--- src/rtl/regfile_port_arbiter_pkg.sv ---
// Shared definitions for the register-file port arbiter: FSM encoding,
// default widths and requester IDs.
package regfile_arb_pkg;

   localparam int unsigned ADDR_W_DEF = 6;
   localparam int unsigned DATA_W_DEF = 32;

   typedef enum logic [1:0] {
      IDLE   = 2'd0,
      ACCESS = 2'd1,
      RESP   = 2'd2
   } state_t;

   localparam logic REQ0_ID = 1'b0;
   localparam logic REQ1_ID = 1'b1;

endpackage

--- src/rtl/regfile_port_arbiter_if.sv ---
// One requester's request/response handshake bundle; the arbiter takes two.
// master = requester side, slave = arbiter side.
interface regfile_port_arbiter_if
   import regfile_arb_pkg::*;
#(
   parameter int unsigned ADDR_W = ADDR_W_DEF,
   parameter int unsigned DATA_W = DATA_W_DEF
);

   logic              req_valid;
   logic              req_ready;
   logic              req_write;
   logic [ADDR_W-1:0] req_addr;
   logic [DATA_W-1:0] req_wdata;
   logic              rsp_valid;
   logic              rsp_ready;
   logic [DATA_W-1:0] rsp_rdata;

   modport master (
      output req_valid, req_write, req_addr, req_wdata, rsp_ready,
      input  req_ready, rsp_valid, rsp_rdata
   );

   modport slave (
      input  req_valid, req_write, req_addr, req_wdata, rsp_ready,
      output req_ready, rsp_valid, rsp_rdata
   );

endinterface

--- src/rtl/regfile_port_arbiter_rr_arbiter2.sv ---
// Two-input grant logic. Round-robin on a 1-bit last_grant by default;
// REGFILE_ARB_FIXED_PRIO_EN selects fixed priority (requester 0 wins).
module rr_arbiter2
   import regfile_arb_pkg::*;
(
   input  logic       clock,
   input  logic       reset,
   input  logic [1:0] valid,
   input  logic       accept,
   output logic       grant_id,
   output logic       any_valid
);

   assign any_valid = |valid;

`ifdef REGFILE_ARB_FIXED_PRIO_EN

   always_comb begin
      grant_id = valid[0] ? REQ0_ID : REQ1_ID;
   end

`else

   logic last_grant;

   // Reset to requester 1 so requester 0 wins the first contention.
   always_ff @(posedge clock) begin
      if (reset) begin
         last_grant <= REQ1_ID;
      end else if (accept) begin
         last_grant <= grant_id;
      end
   end

   always_comb begin
      grant_id = REQ0_ID;
      if (valid == 2'b11) begin
         grant_id = ~last_grant;
      end else if (valid[1]) begin
         grant_id = REQ1_ID;
      end
   end

`endif

endmodule

--- src/rtl/regfile_port_arbiter.sv ---
// Shares the register file write port and Read1 between two requesters,
// one access at a time via IDLE -> ACCESS -> RESP. See rr_arbiter2 for
// the REGFILE_ARB_FIXED_PRIO_EN option.
module regfile_port_arbiter
   import regfile_arb_pkg::*;
#(
   parameter int unsigned ADDR_W = ADDR_W_DEF,
   parameter int unsigned DATA_W = DATA_W_DEF
)(
   input  logic              clock,
   input  logic              reset,
   regfile_port_arbiter_if.slave port0,
   regfile_port_arbiter_if.slave port1,
   output logic [ADDR_W-1:0] rf_raddr,
   input  logic [DATA_W-1:0] rf_rdata,
   output logic [ADDR_W-1:0] rf_waddr,
   output logic [DATA_W-1:0] rf_wdata,
   output logic              rf_we
);

   state_t            state_q;
   state_t            state_d;

   logic              lat_write;
   logic              lat_id;
   logic [ADDR_W-1:0] lat_addr;
   logic [DATA_W-1:0] lat_wdata;
   logic [DATA_W-1:0] rsp_data_q;

   logic              grant_id;
   logic              any_valid;
   logic              accept;
   logic              sel_write;
   logic [ADDR_W-1:0] sel_addr;
   logic [DATA_W-1:0] sel_wdata;
   logic              sel_rsp_ready;

   assign accept = (state_q == IDLE) && any_valid;

   rr_arbiter2 u_arb (
      .clock     (clock),
      .reset     (reset),
      .valid     ({port1.req_valid, port0.req_valid}),
      .accept    (accept),
      .grant_id  (grant_id),
      .any_valid (any_valid)
   );

   always_comb begin
      sel_write = port0.req_write;
      sel_addr  = port0.req_addr;
      sel_wdata = port0.req_wdata;
      if (grant_id == REQ1_ID) begin
         sel_write = port1.req_write;
         sel_addr  = port1.req_addr;
         sel_wdata = port1.req_wdata;
      end
   end

   always_comb begin
      sel_rsp_ready = (lat_id == REQ1_ID) ? port1.rsp_ready : port0.rsp_ready;
   end

   // State register
   always_ff @(posedge clock) begin
      if (reset) begin
         state_q <= IDLE;
      end else begin
         state_q <= state_d;
      end
   end

   // Next-state logic
   always_comb begin
      state_d = state_q;
      case (state_q)
         IDLE:    if (any_valid) state_d = ACCESS;
         ACCESS:  state_d = RESP;
         RESP:    if (sel_rsp_ready) state_d = IDLE;
         default: state_d = IDLE;
      endcase
   end

   // Request latch and response register. The response captures the
   // pre-write value because the register file updates on the same edge.
   always_ff @(posedge clock) begin
      if (reset) begin
         lat_write  <= 1'b0;
         lat_id     <= REQ0_ID;
         lat_addr   <= '0;
         lat_wdata  <= '0;
         rsp_data_q <= '0;
      end else begin
         if (accept) begin
            lat_write <= sel_write;
            lat_id    <= grant_id;
            lat_addr  <= sel_addr;
            lat_wdata <= sel_wdata;
         end
         if (state_q == ACCESS) begin
            rsp_data_q <= rf_rdata;
         end
      end
   end

   // Output logic
   always_comb begin
      port0.req_ready = accept && (grant_id == REQ0_ID);
      port1.req_ready = accept && (grant_id == REQ1_ID);
      port0.rsp_valid = (state_q == RESP) && (lat_id == REQ0_ID);
      port1.rsp_valid = (state_q == RESP) && (lat_id == REQ1_ID);
      port0.rsp_rdata = rsp_data_q;
      port1.rsp_rdata = rsp_data_q;
      rf_raddr        = lat_addr;
      rf_waddr        = lat_addr;
      rf_wdata        = lat_wdata;
      rf_we           = (state_q == ACCESS) && lat_write && (lat_addr != '0);
   end

endmodule

--- src/flat_wrapper.sv ---
// flat-port wrapper written by rule: the top's interface ports become plain ports
module regfile_port_arbiter_flat import regfile_arb_pkg::*;
#(
   parameter int unsigned ADDR_W = ADDR_W_DEF,
   parameter int unsigned DATA_W = DATA_W_DEF
)
  (clock, reset, rf_raddr, rf_rdata, rf_waddr, rf_wdata, rf_we, port0_req_valid, port0_req_write, port0_req_addr, port0_req_wdata, port0_rsp_ready, port0_req_ready, port0_rsp_valid, port0_rsp_rdata, port1_req_valid, port1_req_write, port1_req_addr, port1_req_wdata, port1_rsp_ready, port1_req_ready, port1_rsp_valid, port1_rsp_rdata);
  regfile_port_arbiter_if #(.ADDR_W(ADDR_W), .DATA_W(DATA_W)) port0_i ();
  regfile_port_arbiter_if #(.ADDR_W(ADDR_W), .DATA_W(DATA_W)) port1_i ();
  input  logic clock;
  input  logic reset;
  output logic [ADDR_W-1:0] rf_raddr;
  input  logic [DATA_W-1:0] rf_rdata;
  output logic [ADDR_W-1:0] rf_waddr;
  output logic [DATA_W-1:0] rf_wdata;
  output logic rf_we;
  input wire logic [$bits(port0_i.req_valid)-1:0] port0_req_valid;
  input wire logic [$bits(port0_i.req_write)-1:0] port0_req_write;
  input wire logic [$bits(port0_i.req_addr)-1:0] port0_req_addr;
  input wire logic [$bits(port0_i.req_wdata)-1:0] port0_req_wdata;
  input wire logic [$bits(port0_i.rsp_ready)-1:0] port0_rsp_ready;
  output wire logic [$bits(port0_i.req_ready)-1:0] port0_req_ready;
  output wire logic [$bits(port0_i.rsp_valid)-1:0] port0_rsp_valid;
  output wire logic [$bits(port0_i.rsp_rdata)-1:0] port0_rsp_rdata;
  input wire logic [$bits(port1_i.req_valid)-1:0] port1_req_valid;
  input wire logic [$bits(port1_i.req_write)-1:0] port1_req_write;
  input wire logic [$bits(port1_i.req_addr)-1:0] port1_req_addr;
  input wire logic [$bits(port1_i.req_wdata)-1:0] port1_req_wdata;
  input wire logic [$bits(port1_i.rsp_ready)-1:0] port1_rsp_ready;
  output wire logic [$bits(port1_i.req_ready)-1:0] port1_req_ready;
  output wire logic [$bits(port1_i.rsp_valid)-1:0] port1_rsp_valid;
  output wire logic [$bits(port1_i.rsp_rdata)-1:0] port1_rsp_rdata;
  assign port0_i.req_valid = port0_req_valid;
  assign port0_i.req_write = port0_req_write;
  assign port0_i.req_addr = port0_req_addr;
  assign port0_i.req_wdata = port0_req_wdata;
  assign port0_i.rsp_ready = port0_rsp_ready;
  assign port0_req_ready = port0_i.req_ready;
  assign port0_rsp_valid = port0_i.rsp_valid;
  assign port0_rsp_rdata = port0_i.rsp_rdata;
  assign port1_i.req_valid = port1_req_valid;
  assign port1_i.req_write = port1_req_write;
  assign port1_i.req_addr = port1_req_addr;
  assign port1_i.req_wdata = port1_req_wdata;
  assign port1_i.rsp_ready = port1_rsp_ready;
  assign port1_req_ready = port1_i.req_ready;
  assign port1_rsp_valid = port1_i.rsp_valid;
  assign port1_rsp_rdata = port1_i.rsp_rdata;
  regfile_port_arbiter #(.ADDR_W(ADDR_W), .DATA_W(DATA_W)) u_core (.clock(clock), .reset(reset), .port0(port0_i), .port1(port1_i), .rf_raddr(rf_raddr), .rf_rdata(rf_rdata), .rf_waddr(rf_waddr), .rf_wdata(rf_wdata), .rf_we(rf_we));
endmodule
--- config.mk ---
export PLATFORM = sky130hd
export DESIGN_NAME = regfile_port_arbiter_flat
export DESIGN_NICKNAME = d
export VERILOG_FILES = /design/src/rtl/regfile_port_arbiter_pkg.sv /design/src/rtl/regfile_port_arbiter_if.sv /design/src/rtl/regfile_port_arbiter_rr_arbiter2.sv /design/src/rtl/regfile_port_arbiter.sv /design/src/flat_wrapper.sv
export SDC_FILE = /design/constraint.sdc
export NUM_CORES = 1
export LEC_CHECK = 0
export CORE_MARGIN = 4
export CORE_UTILIZATION = 35
export DETAILED_ROUTE_END_ITERATION = 8
export HOLD_SLACK_MARGIN = 0.02
export PLACE_DENSITY = 0.79
export SETUP_SLACK_MARGIN = 0.4
export SYNTH_ARGS = -nofsm -noshare
export SYNTH_HDL_FRONTEND = slang
export SYNTH_HIERARCHICAL = 1
export SYNTH_SLANG_ARGS = --single-unit
export TNS_END_PERCENT = 100
--- constraint.sdc ---
create_clock -name clock -period 1.8 [get_ports clock]
set_input_delay 0.36 -clock clock [delete_from_list [all_inputs] [get_ports clock]]
set_output_delay 0.36 -clock clock [all_outputs]
set_load 0.01 [all_outputs]
# Word level (Yosys, flattened, before mapping)
# Cells that the tools add are included.
dict set report word_totals {
  ram_bits 0
  input_bits 116
  reg_bits 75
  rom_bits 0
  word_cells 35
  latchBits 0
  n_memories 0
}
dict set report op_classes {
  div 0
  order_cmp 0
  bitwise_logic 3
  eq_ne 5
  reduce_logical 11
  addsub 0
  multipliers 0
  shifts 0
  n_mux 9
}
# cell n
set ops {}
lappend ops {{two-way mux 32 bit} 1}
lappend ops {{logical AND 1 bit} 7}
lappend ops {{two-way mux 6 bit} 1}
lappend ops {{case mux 2 bit (3 select lines)} 1}
lappend ops {{nonzero test 6 bit} 1}
lappend ops {{== test 2 bit, second input constant} 2}
lappend ops {{two-way mux 1 bit} 4}
lappend ops {{two-way mux 2 bit} 2}
lappend ops {{inequality test 2 x 1 -> 1 bit, second input constant} 2}
lappend ops {{inverter 1 bit} 3}
lappend ops {{== test 2 x 1 -> 1 bit, second input constant} 1}
lappend ops {{zero test 2 bit} 1}
lappend ops {{AND reduction 2 bit} 1}
lappend ops {{OR reduction 2 bit} 1}

# Logic depth before layout (Yosys ltp)
# Gate-level depths: netlist of the first run.
dict set report depth {
  depth_word 4
  ltp_mapped 6
}

# Modules after synthesis
# The synthesis of the first run kept the hierarchy.
# module area_per_inst_um2 n_inst seq_area_each_um2 cells_per_inst
set modules_own_cells {}
lappend modules_own_cells {regfile_port_arbiter 3153.0 1 1481.4 328}
lappend modules_own_cells {rr_arbiter2 48.8 1 20.0 5}

# Worst setup path before layout of the first run
# OpenSTA, ideal clock, no wires.
dict set report synth_timing {
  path_kind {reg-to-output}
  startpoint {reg u_core.lat_addr[5] (netlist: u_core/rf_raddr[5])}
  endpoint {out rf_we}
  stages_incl_launch_ff 3
  path_slack_ns 0.264
  arrival_time_ns 1.176
  n_path_buf 0
  cell_sequence {dfxtp_1 -> or4_1 -> o311a_1}
}
dict set report synth_via {
  elab_chain_len 2
}
# item line
set synth_lines {}
lappend synth_lines {{start, declared} regfile_port_arbiter.sv:26} ;# logic [ADDR_W-1:0] lat_addr;
lappend synth_lines {{start signal, assigned} regfile_port_arbiter.sv:97} ;# lat_addr <= sel_addr;
lappend synth_lines {{nonzero test 6 bit} regfile_port_arbiter.sv:117} ;# rf_we = (state_q == ACCESS) && lat_write && (lat_addr != '0);
lappend synth_lines {{logical AND 1 bit} regfile_port_arbiter.sv:117}
lappend synth_lines {{end, declared} flat_wrapper.sv:16} ;# output logic rf_we;
# Every way passes these cells.

# Worst setup path in the final report of the first run
# Same ends and word-level chain as after synthesis.

==> results of run 1 <==
## flip-flops by register name, summed over array words and instances, names as in the netlist
name,count
u_core/lat_id,1
u_core/lat_write,1
u_core/port0.rsp_rdata,32
u_core/rf_raddr,6
u_core/rf_wdata,32
u_core/state_q,2
u_core/u_arb/last_grant,1
## cells by family after synthesis
group	Yosys count	synth area share, %
and+or+nand+nor	78	10.7
AOI/OAI and AO/OA	75	16.6
DFF	75	46.9
buffers and inverters	64	12.9
muxes	41	12.8
## power by group through the flow
stage / Sequential (W) / Combinational, W / Clock (W)
after floorplan: 0.00200 / 0.000472 / 0
after global placement: 0.00194 / 0.00122 / 0
after detailed placement: 0.00194 / 0.00124 / 0
after CTS: 0.00190 / 0.00114 / 0.00132
after global routing: 0.00194 / 0.00140 / 0.00140
final: 0.00193 / 0.00132 / 0.00129
## layout make-up
class                           count  area, sq um  area share (%)
Timing Repair Buffer              256         2490            42.0
Multi-Input combinational cell    194         1600            26.9
Sequential cell                    75         1520            25.5
Tap cell                          108          135            2.27
Clock buffer                       10          128            2.15
Clock inverter                      6         66.3            1.12
Inverter                            1         3.75          0.0631
## synthesized netlist by cell type
| library cell | instances |
|---|---|
| dfxtp_1 | 75 |
| nand2_1 | 64 |
| mux2i_1 | 41 |
| o2bb2ai_1 | 39 |
| buf_4 | 38 |
| a21oi_1 | 33 |
| buf_2 | 18 |
| clkbuf_1 | 6 |
| nor2b_1 | 3 |
| nand2b_1 | 2 |
| a211o_1 | 1 |
| a21boi_1 | 1 |
| and2_1 | 1 |
| and3b_1 | 1 |
| buf_6 | 1 |
| inv_1 | 1 |
| nand3b_1 | 1 |
| nor2_1 | 1 |
| nor2_2 | 1 |
| nor3b_1 | 1 |
| nor3b_4 | 1 |
| o311a_1 | 1 |
| or2_2 | 1 |
| or4_1 | 1 |
## metal layers
layer	part of all wire (%)	track usage, %
met1	39	20.4
met5	0	0
met3	8.0	6.65
met4	1.7	7.03
met2	51	33.0
## stage by stage
stage | utilization [%] | area, sq um | TNS, ns | worst slack [ns] | hold WS (ns)
2_1_floorplan | - | 3210 | 0 | 0.264 | 0.433
3_3_place_gp | 61.2 | 5390 | -8.50 | -0.432 | 0.443
6_report | 67.5 | 5950 | -0.176 | -0.176 | 0.464
4_1_cts | 62.6 | 5510 | -0.197 | -0.197 | 0.464
5_1_grt | 67.5 | 5950 | -0.235 | -0.235 | 0.483
3_5_place_dp | 61.2 | 5390 | -10.26 | -0.442 | 0.447
## cells in the final DEF, fill, tap and decap left out, types with 3 or more instances in the layout
cell,count
dfxtp_2,8
a21oi_1,33
clkbuf_2,6
mux2i_1,40
clkbuf_8,9
buf_12,3
buf_2,10
buf_6,5
clkdlybuf4s15_1,16
o2bb2ai_4,11
dfxtp_1,65
clkinvlp_4,3
nand2_1,64
o2bb2ai_1,17
buf_4,14
clkbuf_16,4
dlygate4sd2_1,78
clkdlybuf4s50_1,113
o2bb2ai_2,11
clkdlybuf4s15_2,3
## worst min-delay path by stage
stage	endpoint	slack, ns	start	cells after the start
after floorplan	u_core/lat_write$_SDFFE_PP0P_	0.43	u_core/lat_write$_SDFFE_PP0P_	1
after global placement	u_core/rf_wdata[0]$_SDFFE_PP0P_	0.44	u_core/rf_wdata[0]$_SDFFE_PP0P_	1
after detailed placement	u_core/rf_wdata[25]$_SDFFE_PP0P_	0.45	u_core/rf_wdata[25]$_SDFFE_PP0P_	1
after CTS	u_core/rf_wdata[26]$_SDFFE_PP0P_	0.46	u_core/rf_wdata[26]$_SDFFE_PP0P_	1
after global routing	u_core/rf_wdata[26]$_SDFFE_PP0P_	0.48	u_core/rf_wdata[26]$_SDFFE_PP0P_	1
final	u_core/rf_wdata[15]$_SDFFE_PP0P_	0.46	u_core/rf_wdata[15]$_SDFFE_PP0P_	1
## timing repair
item | CTS | global route
endpoints found under the hold margin | 0 | 0
pin swaps | 2 | 10
endpoints found under the setup margin | 155 | 53
cloned | 1 | 5
setup buffers | 1 | 4
gates resized for setup | 167 | 80
==> results.yml, run 1 <==
status:
  status: "complete, but fails checks"
  violations: "negative setup slack"
routing:
  drtIter0Drc: 73
  postRouteWirelength_um: 11400
  dr.pass1.iters: 4
  drc: 0
  viasPerCell: 4.85
  vias: 3152
  ant_nets: 0
  wl_per_cell_um: 17.5
cells_and_area:
  fin_cells: 650
  final_net_count: 653
  area_growth_pct: 85.7
  fill_cells: 710
  final_layout_size_suffix_gt1_share_pct: 19.2
  num_antenna_cells: 0
floorplanning:
  core-area_sq_um: 8810
  ios: 229
  die_height_um: 104
  num_rows: 34
  die_x_um: 104
  dieArea_sq_um: 10700
  start_util_pct: 36.4
synthesis:
  syn_inst: 333
  yosysTopAreaCell: "dfxtp_1"
  syn_area_sq_um: 3200
  synth-seq-cells: 75
  yosys_warnings: 6
  syn_avg_cell_area_sq_um: 9.62
  synth.yosys.seq_area_share_pct: 46.9
  synth_top_cell_area_share_pct: 46.9
  synth_area_leaders: "dfxtp_1 (47%), mux2i_1 (13%), o2bb2ai_1 (11%)"
  synth_nets: 449
  ys_types: 24
timing:
  timing.final.hold_violations: 0
  layout_setup_ws_ns: -0.176
  setup_violations: 1
  fmax_ghz: 0.506
  worst_pin_slew_ns: 0.322
  min_period_ns: 1.98
  slew_headroom_pct: 77.9
  clock_skew_ns: 0.0148
  rsz0062_at_grt: "true"
  timing.final.crit_share_pct: 110
  slew_violations: 0
clocking:
  clk_latency_ns: 0.35
  cts_sinks: 75
  cts_tree: "built"
  numCtsBuffers: 9
  cts-root-to-sink-buffers: 2
  cts_max_level: 3
  cts_hold_buf: 0
  clk_pin_slew_ns: 0.08
  root_buffer: "clkbuf_8"
global_route:
  grt_pass1_wl_um: 16300
  track_usage_pct: 18.6
  grt_pass1_vias: 3202
  antenna_found_initial: 0
  gr-total-overflow: 0
  grt_max_degree: 40
power:
  p_seq_share_pct: 42.5
  combinationalPowerShare_pct: 29.0
  p_int_w: 0.00319
  vdd_drop_max_uv: 380
  pwr-share-clk_pct: 28.5
  finalPower_w: 0.00454
  powerDensity_nw_per_um2: 763
  p_switching_w: 0.00134
  switching_share_pct: 29.6
  power.leakage_nw: 2.61
placed_design:
  place.gp.congestion: 0.736
  port_buffers: 228
  dp_cells: 623
  place_hpwl_um: 7870
critical_path:
  r2r_slack_ns: 0.34
  critPathTopFamily: "simple AND/OR/NAND/NOR gates"
  r2r-start: "u_core/state_q[1]$_SDFFE_PP0P_"
  slowest_stage: "or4_1"
  crit_type: "register to primary output"
  crit_cells: 3
  path_cells: "or4_1, o311a_1, buf_6"
  crit_start: "u_core/rf_raddr[5]$_SDFFE_PP0P_"
  critPathBufInv: 1
  critPathCapture: "rf_we"
  regToRegEndpoint: "u_core/rf_raddr[5]$_SDFFE_PP0P_"
  cpPeakStageDelay_ns: 0.52
  endpoint_kind: "primary output"
  cp_data_required_time_ns: 1.44
  start_kind: "register"
  reg2reg_depth: 7
  cp_max_fo: 2
  critPathArrivalTime_ns: 1.62
run:
  max_cap_viol_count: 0
min_path:
  hp-class: "register to register"
(Power assumes the default switching activity.)
==> run 2, diff against run 1 <==
CORE_UTILIZATION = 38   (was 35)
PLACE_DENSITY = 0.85   (was 0.79)
REMOVE_ABC_BUFFERS = 1   (was not set)
clock period = 2.52 ns   (was 1.8 ns; I/O delays follow)
==> run 2 against run 1 <==
Compared with the run above: the run now ends clean; clock skew decreased by 0.0078 ns; via count down 2.4%; wire length fell by 11%; hold slack better by 0.0053 ns; clock power down 31%; register-to-register slack better by 0.53 ns; largest power group unchanged.
==> results.yml, run 2 (same netlist as run 1, synthesis figures left out) <==
status:
  status: "complete, no violations"
clocking:
  cts-root-to-sink-buffers: 2
  cts_hold_buf: 0
  clk_pin_slew_ns: 0.07
  cts_max_level: 3
  root_buffer: "clkbuf_8"
  clk_latency_ns: 0.33
  cts_tree: "built"
  numCtsBuffers: 9
  cts_sinks: 75
global_route:
  grt_pass1_wl_um: 15800
  grt_pass1_vias: 3211
  grt_max_degree: 41
  track_usage_pct: 20.0
  gr-total-overflow: 0
  antenna_found_initial: 0
timing:
  clock_skew_ns: 0.00696
  rsz0062_at_grt: "true"
  timing.final.hold_violations: 0
  timing.final.crit_share_pct: 83.7
  worst_pin_slew_ns: 0.654
  slew_headroom_pct: 56.4
  min_period_ns: 2.11
  worst_hold_slack_ns: 0.469
  fmax_ghz: 0.474
  layout_setup_ws_ns: 0.412
  setup_violations: 0
  slew_violations: 0
critical_path:
  r2r-start: "u_core/u_arb/last_grant$_SDFFE_PP1P_"
  critPathArrivalTime_ns: 1.60
  critPathCapture: "rf_we"
  start_kind: "register"
  r2r_slack_ns: 0.87
  crit_start: "u_core/rf_raddr[0]$_SDFFE_PP0P_"
  endpoint_kind: "primary output"
  cp_data_required_time_ns: 2.02
  crit_type: "register to primary output"
  cp_max_fo: 2
  regToRegEndpoint: "u_core/rf_wdata[20]$_SDFFE_PP0P_"
  reg2reg_depth: 4
routing:
  viasPerCell: 4.89
  drc: 0
  wl_per_cell_um: 16.2
  vias: 3075
  drtIter0Drc: 52
  postRouteWirelength_um: 10200
  dr.pass1.iters: 4
  ant_nets: 0
floorplanning:
  dieArea_sq_um: 9960
  ios: 229
  core-area_sq_um: 8220
  die_height_um: 99.8
  die_x_um: 99.8
  num_rows: 33
  start_util_pct: 39.0
power:
  combinationalPowerShare_pct: 27.5
  powerDensity_nw_per_um2: 568
  p_seq_share_pct: 43.9
  switching_share_pct: 26.7
  p_switching_w: 0.000834
  power.leakage_nw: 2.04
  pwr-share-clk_pct: 28.7
  p_int_w: 0.00229
  vdd_drop_max_uv: 330
placed_design:
  place_hpwl_um: 8080
  port_buffers: 228
  place.gp.congestion: 0.832
  place_ws_ns: -0.0307
  dpl-instance-area_sq_um: 5310
cells_and_area:
  final_net_count: 635
  layout_common_cells: "clkdlybuf4s50_1 (223), dfxtp_1 (71), nand2_1 (64), mux2i_1 (41), o2bb2ai_1 (39)"
  final_common_cell: "clkdlybuf4s50_1"
  postLayoutCellArea_sq_um: 5510
  area_growth_pct: 72.0
  final_layout_size_suffix_gt1_share_pct: 7.25
  num_antenna_cells: 0
run:
  max_cap_viol_count: 0
min_path:
  hp-class: "register to register"
run 2: worst max-delay path, cell delays in order, from the launching register on:
cell	delay, ns
dfxtp_4	0.34
or4_4	0.50
o311a_1	0.29
buf_2	0.14
run 2: worst min path at each step:
stage / start / endpoint / slack, ns / depth (start not counted)
floorplan: u_core/lat_write$_SDFFE_PP0P_ / u_core/lat_write$_SDFFE_PP0P_ / 0.43 / 1
CTS: u_core/rf_wdata[19]$_SDFFE_PP0P_ / u_core/rf_wdata[19]$_SDFFE_PP0P_ / 0.47 / 1
global route: u_core/lat_write$_SDFFE_PP0P_ / u_core/lat_write$_SDFFE_PP0P_ / 0.48 / 1
global placement: u_core/rf_wdata[0]$_SDFFE_PP0P_ / u_core/rf_wdata[0]$_SDFFE_PP0P_ / 0.44 / 1
detailed placement: u_core/lat_write$_SDFFE_PP0P_ / u_core/lat_write$_SDFFE_PP0P_ / 0.45 / 1
finish: u_core/rf_wdata[30]$_SDFFE_PP0P_ / u_core/rf_wdata[30]$_SDFFE_PP0P_ / 0.47 / 1
run 2: repair_timing:
action | 4_1_cts | 5_1_grt
setup buffers | 2 | 0
pin swaps | 1 | 0
setup endpoints to repair | 3 | 2
gates resized for setup | 18 | 2
run 2: stage by stage:
step                      TNS [ns]  utilization, %  power, W  cells
after floorplan             -58.59               -   0.00169    270
after global placement           0            64.6   0.00224    611
after detailed placement   -0.0428            64.6   0.00226    611
after CTS                        0            67.0   0.00316    629
after global routing             0            67.0   0.00327    629
final                            0            67.0   0.00313    629
run 2: layer usage:
metal	GRT usage [%]	share of wire [%]	routed length (um)	up-vias
met4	9.35	3.6	362	0
met3	8.13	12	1170	29
met5	0	0	0	-
li1	-	-	-	1487
met1	20.9	36	3670	1387
met2	35.0	49	4970	172
run 2: power groups by stage:
stage	Clock, W	Combinational [W]	Sequential (W)
3_3_place_gp	0	0.000844	0.00139
4_1_cts	0.000923	0.000868	0.00137
2_1_floorplan	0	0.000233	0.00145
3_5_place_dp	0	0.000859	0.00140
6_report	0.000896	0.000859	0.00137
5_1_grt	0.000966	0.000917	0.00139
run 2: final cells by class:
type	count	area [sq um]
Clock buffer	11	141
Clock inverter	5	52.6
Fill cell	614	2710
Inverter	1	3.75
Multi-Input combinational cell	194	1310
Sequential cell	75	1510
Tap cell	105	131
Timing Repair Buffer	238	2360
==> run 3, diff against run 2 <==
CORE_UTILIZATION = 31   (was 38)
PLACE_DENSITY = 0.74   (was 0.85)
clock period = 1.9 ns   (was 2.52 ns; I/O delays follow)
==> run 3 against run 2 <==
Compared with the run above: the run now ends with negative setup slack left; worst setup slack worse by 0.49 ns; critical endpoint unchanged; sequential share of layout area down 2.9 points; global-route usage down 3.6 points; first-iteration DRC count up 40%; core utilization down 4.8 points; via count up 3.7%; register-to-register slack worse by 0.52 ns; highest routed layer unchanged; clock-buffer cell count unchanged; clock power up 52%; critical path depth unchanged; hold slack worse by 0.0045 ns; critical path type unchanged; sequential power up 34%.
==> results.yml, run 3 (same netlist as run 1, synthesis figures left out) <==
timing:
  setup_violations: 1
  min_period_ns: 1.98
  clock_skew_ns: 0.0121
  layout_setup_ws_ns: -0.0770
  finalSetupTns_ns: -0.0770
  timing.final.hold_violations: 0
  rsz0062_at_grt: "true"
  worst_pin_slew_ns: 0.354
  slew_violations: 0
  timing.final.crit_share_pct: 104
  fmax_ghz: 0.506
  slew_headroom_pct: 75.7
  worst_hold_slack_ns: 0.464
cells_and_area:
  num_antenna_cells: 0
  fin_cells: 674
  area_growth_pct: 92.7
  layout_common_cells: "clkdlybuf4s50_1 (113), dlygate4sd2_1 (103), dfxtp_1 (69), nand2_1 (64), mux2i_1 (39)"
  final_common_cell: "clkdlybuf4s50_1"
  postLayoutCellArea_sq_um: 6170
  final_net_count: 653
  final_layout_size_suffix_gt1_share_pct: 19.2
placed_design:
  port_buffers: 228
  dpl-instance-area_sq_um: 5430
  place_hpwl_um: 8160
  place.gp.congestion: 0.764
  dp_cells: 647
power:
  powerDensity_nw_per_um2: 728
  combinationalPowerShare_pct: 29.0
  pwr-share-clk_pct: 30.3
  power.leakage_nw: 2.75
  p_int_w: 0.00321
  vdd_drop_max_uv: 398
  finalPower_w: 0.00449
  p_seq_share_pct: 40.8
  p_switching_w: 0.00128
  switching_share_pct: 28.5
run:
  max_cap_viol_count: 0
critical_path:
  start_kind: "register"
  crit_type: "register to primary output"
  critPathArrivalTime_ns: 1.60
  cp_max_fo: 2
  endpoint_kind: "primary output"
  cp_data_required_time_ns: 1.52
global_route:
  grt_max_degree: 36
  gr-total-overflow: 0
  antenna_found_initial: 0
  grt_pass1_wl_um: 15300
  grt_pass1_vias: 3114
  track_usage_pct: 16.5
routing:
  wl_per_cell_um: 17.2
  postRouteWirelength_um: 11600
  drtIter0Drc: 73
  viasPerCell: 4.73
  ant_nets: 0
  vias: 3188
  dr.pass1.iters: 4
  drc: 0
clocking:
  cts-root-to-sink-buffers: 2
  clk_latency_ns: 0.34
  numCtsBuffers: 9
  cts_tree: "built"
  cts_max_level: 3
  clk_pin_slew_ns: 0.08
  cts_sinks: 75
  root_buffer: "clkbuf_8"
status:
  violations: "negative setup slack"
  status: "complete, but fails checks"
floorplanning:
  dieArea_sq_um: 12000
  ios: 229
  die_height_um: 110
  die_x_um: 110
  core-area_sq_um: 9910
  start_util_pct: 32.3
  num_rows: 36
min_path:
  hp-class: "register to register"
run 3: worst max-delay path, cell delays in order, from the launching register on:
cell     delay (ns)
dfxtp_1        0.31
or4_1          0.51
o311a_1        0.29
buf_2          0.14
run 3: final timing paths:
kind	from	end	slack, ns	cells after the start
hold / removal	u_core/rf_wdata[6]$_SDFFE_PP0P_	u_core/rf_wdata[6]$_SDFFE_PP0P_	0.46	1
hold reg to reg	u_core/rf_wdata[6]$_SDFFE_PP0P_	u_core/rf_wdata[6]$_SDFFE_PP0P_	0.46	1
setup reg to reg	u_core/state_q[1]$_SDFFE_PP0P_	u_core/rf_raddr[2]$_SDFFE_PP0P_	0.35	8
setup / recovery	u_core/rf_raddr[0]$_SDFFE_PP0P_	rf_we	-0.08	3
run 3: per-stage QoR:
step / util, % / setup WS, ns
floorplan: - / -2.08
global placement: 54.7 / -0.356
detailed placement: 54.7 / -0.428
CTS: 55.7 / -0.111
global route: 62.2 / -0.161
finish: 62.2 / -0.0770
run 3: layout make-up:
type | instances | area [sq um]
Clock buffer | 11 | 141
Clock inverter | 4 | 75.1
Fill cell | 876 | 3740
Inverter | 1 | 3.75
Multi-Input combinational cell | 194 | 1750
Sequential cell | 75 | 1510
Tap cell | 133 | 166
Timing Repair Buffer | 256 | 2520
run 3: routing by layer:
layer	track usage [%]	share of wire (%)
met1	16.6	37
met2	29.3	49
met3	8.28	12
met4	5.79	1.1
met5	0	0
run 3: repair_timing:
item / CTS / global route
setup endpoints to repair: 153 / 39
hold buffers: 0 / 0
endpoints found under the hold margin: 0 / 0
pin swaps: 3 / 21
gates cloned: 0 / 5
resized for setup: 143 / 76
buffers inserted: 1 / 6
run 3: power groups by stage:
| stage | registers, W | clock network (W) | logic, W |
|---|---|---|---|
| floorplan | 0.00193 | 0 | 0.000309 |
| global placement | 0.00184 | 0 | 0.00116 |
| detailed placement | 0.00185 | 0 | 0.00118 |
| CTS | 0.00181 | 0.00140 | 0.00105 |
| global route | 0.00185 | 0.00147 | 0.00139 |
| finish | 0.00183 | 0.00136 | 0.00130 |
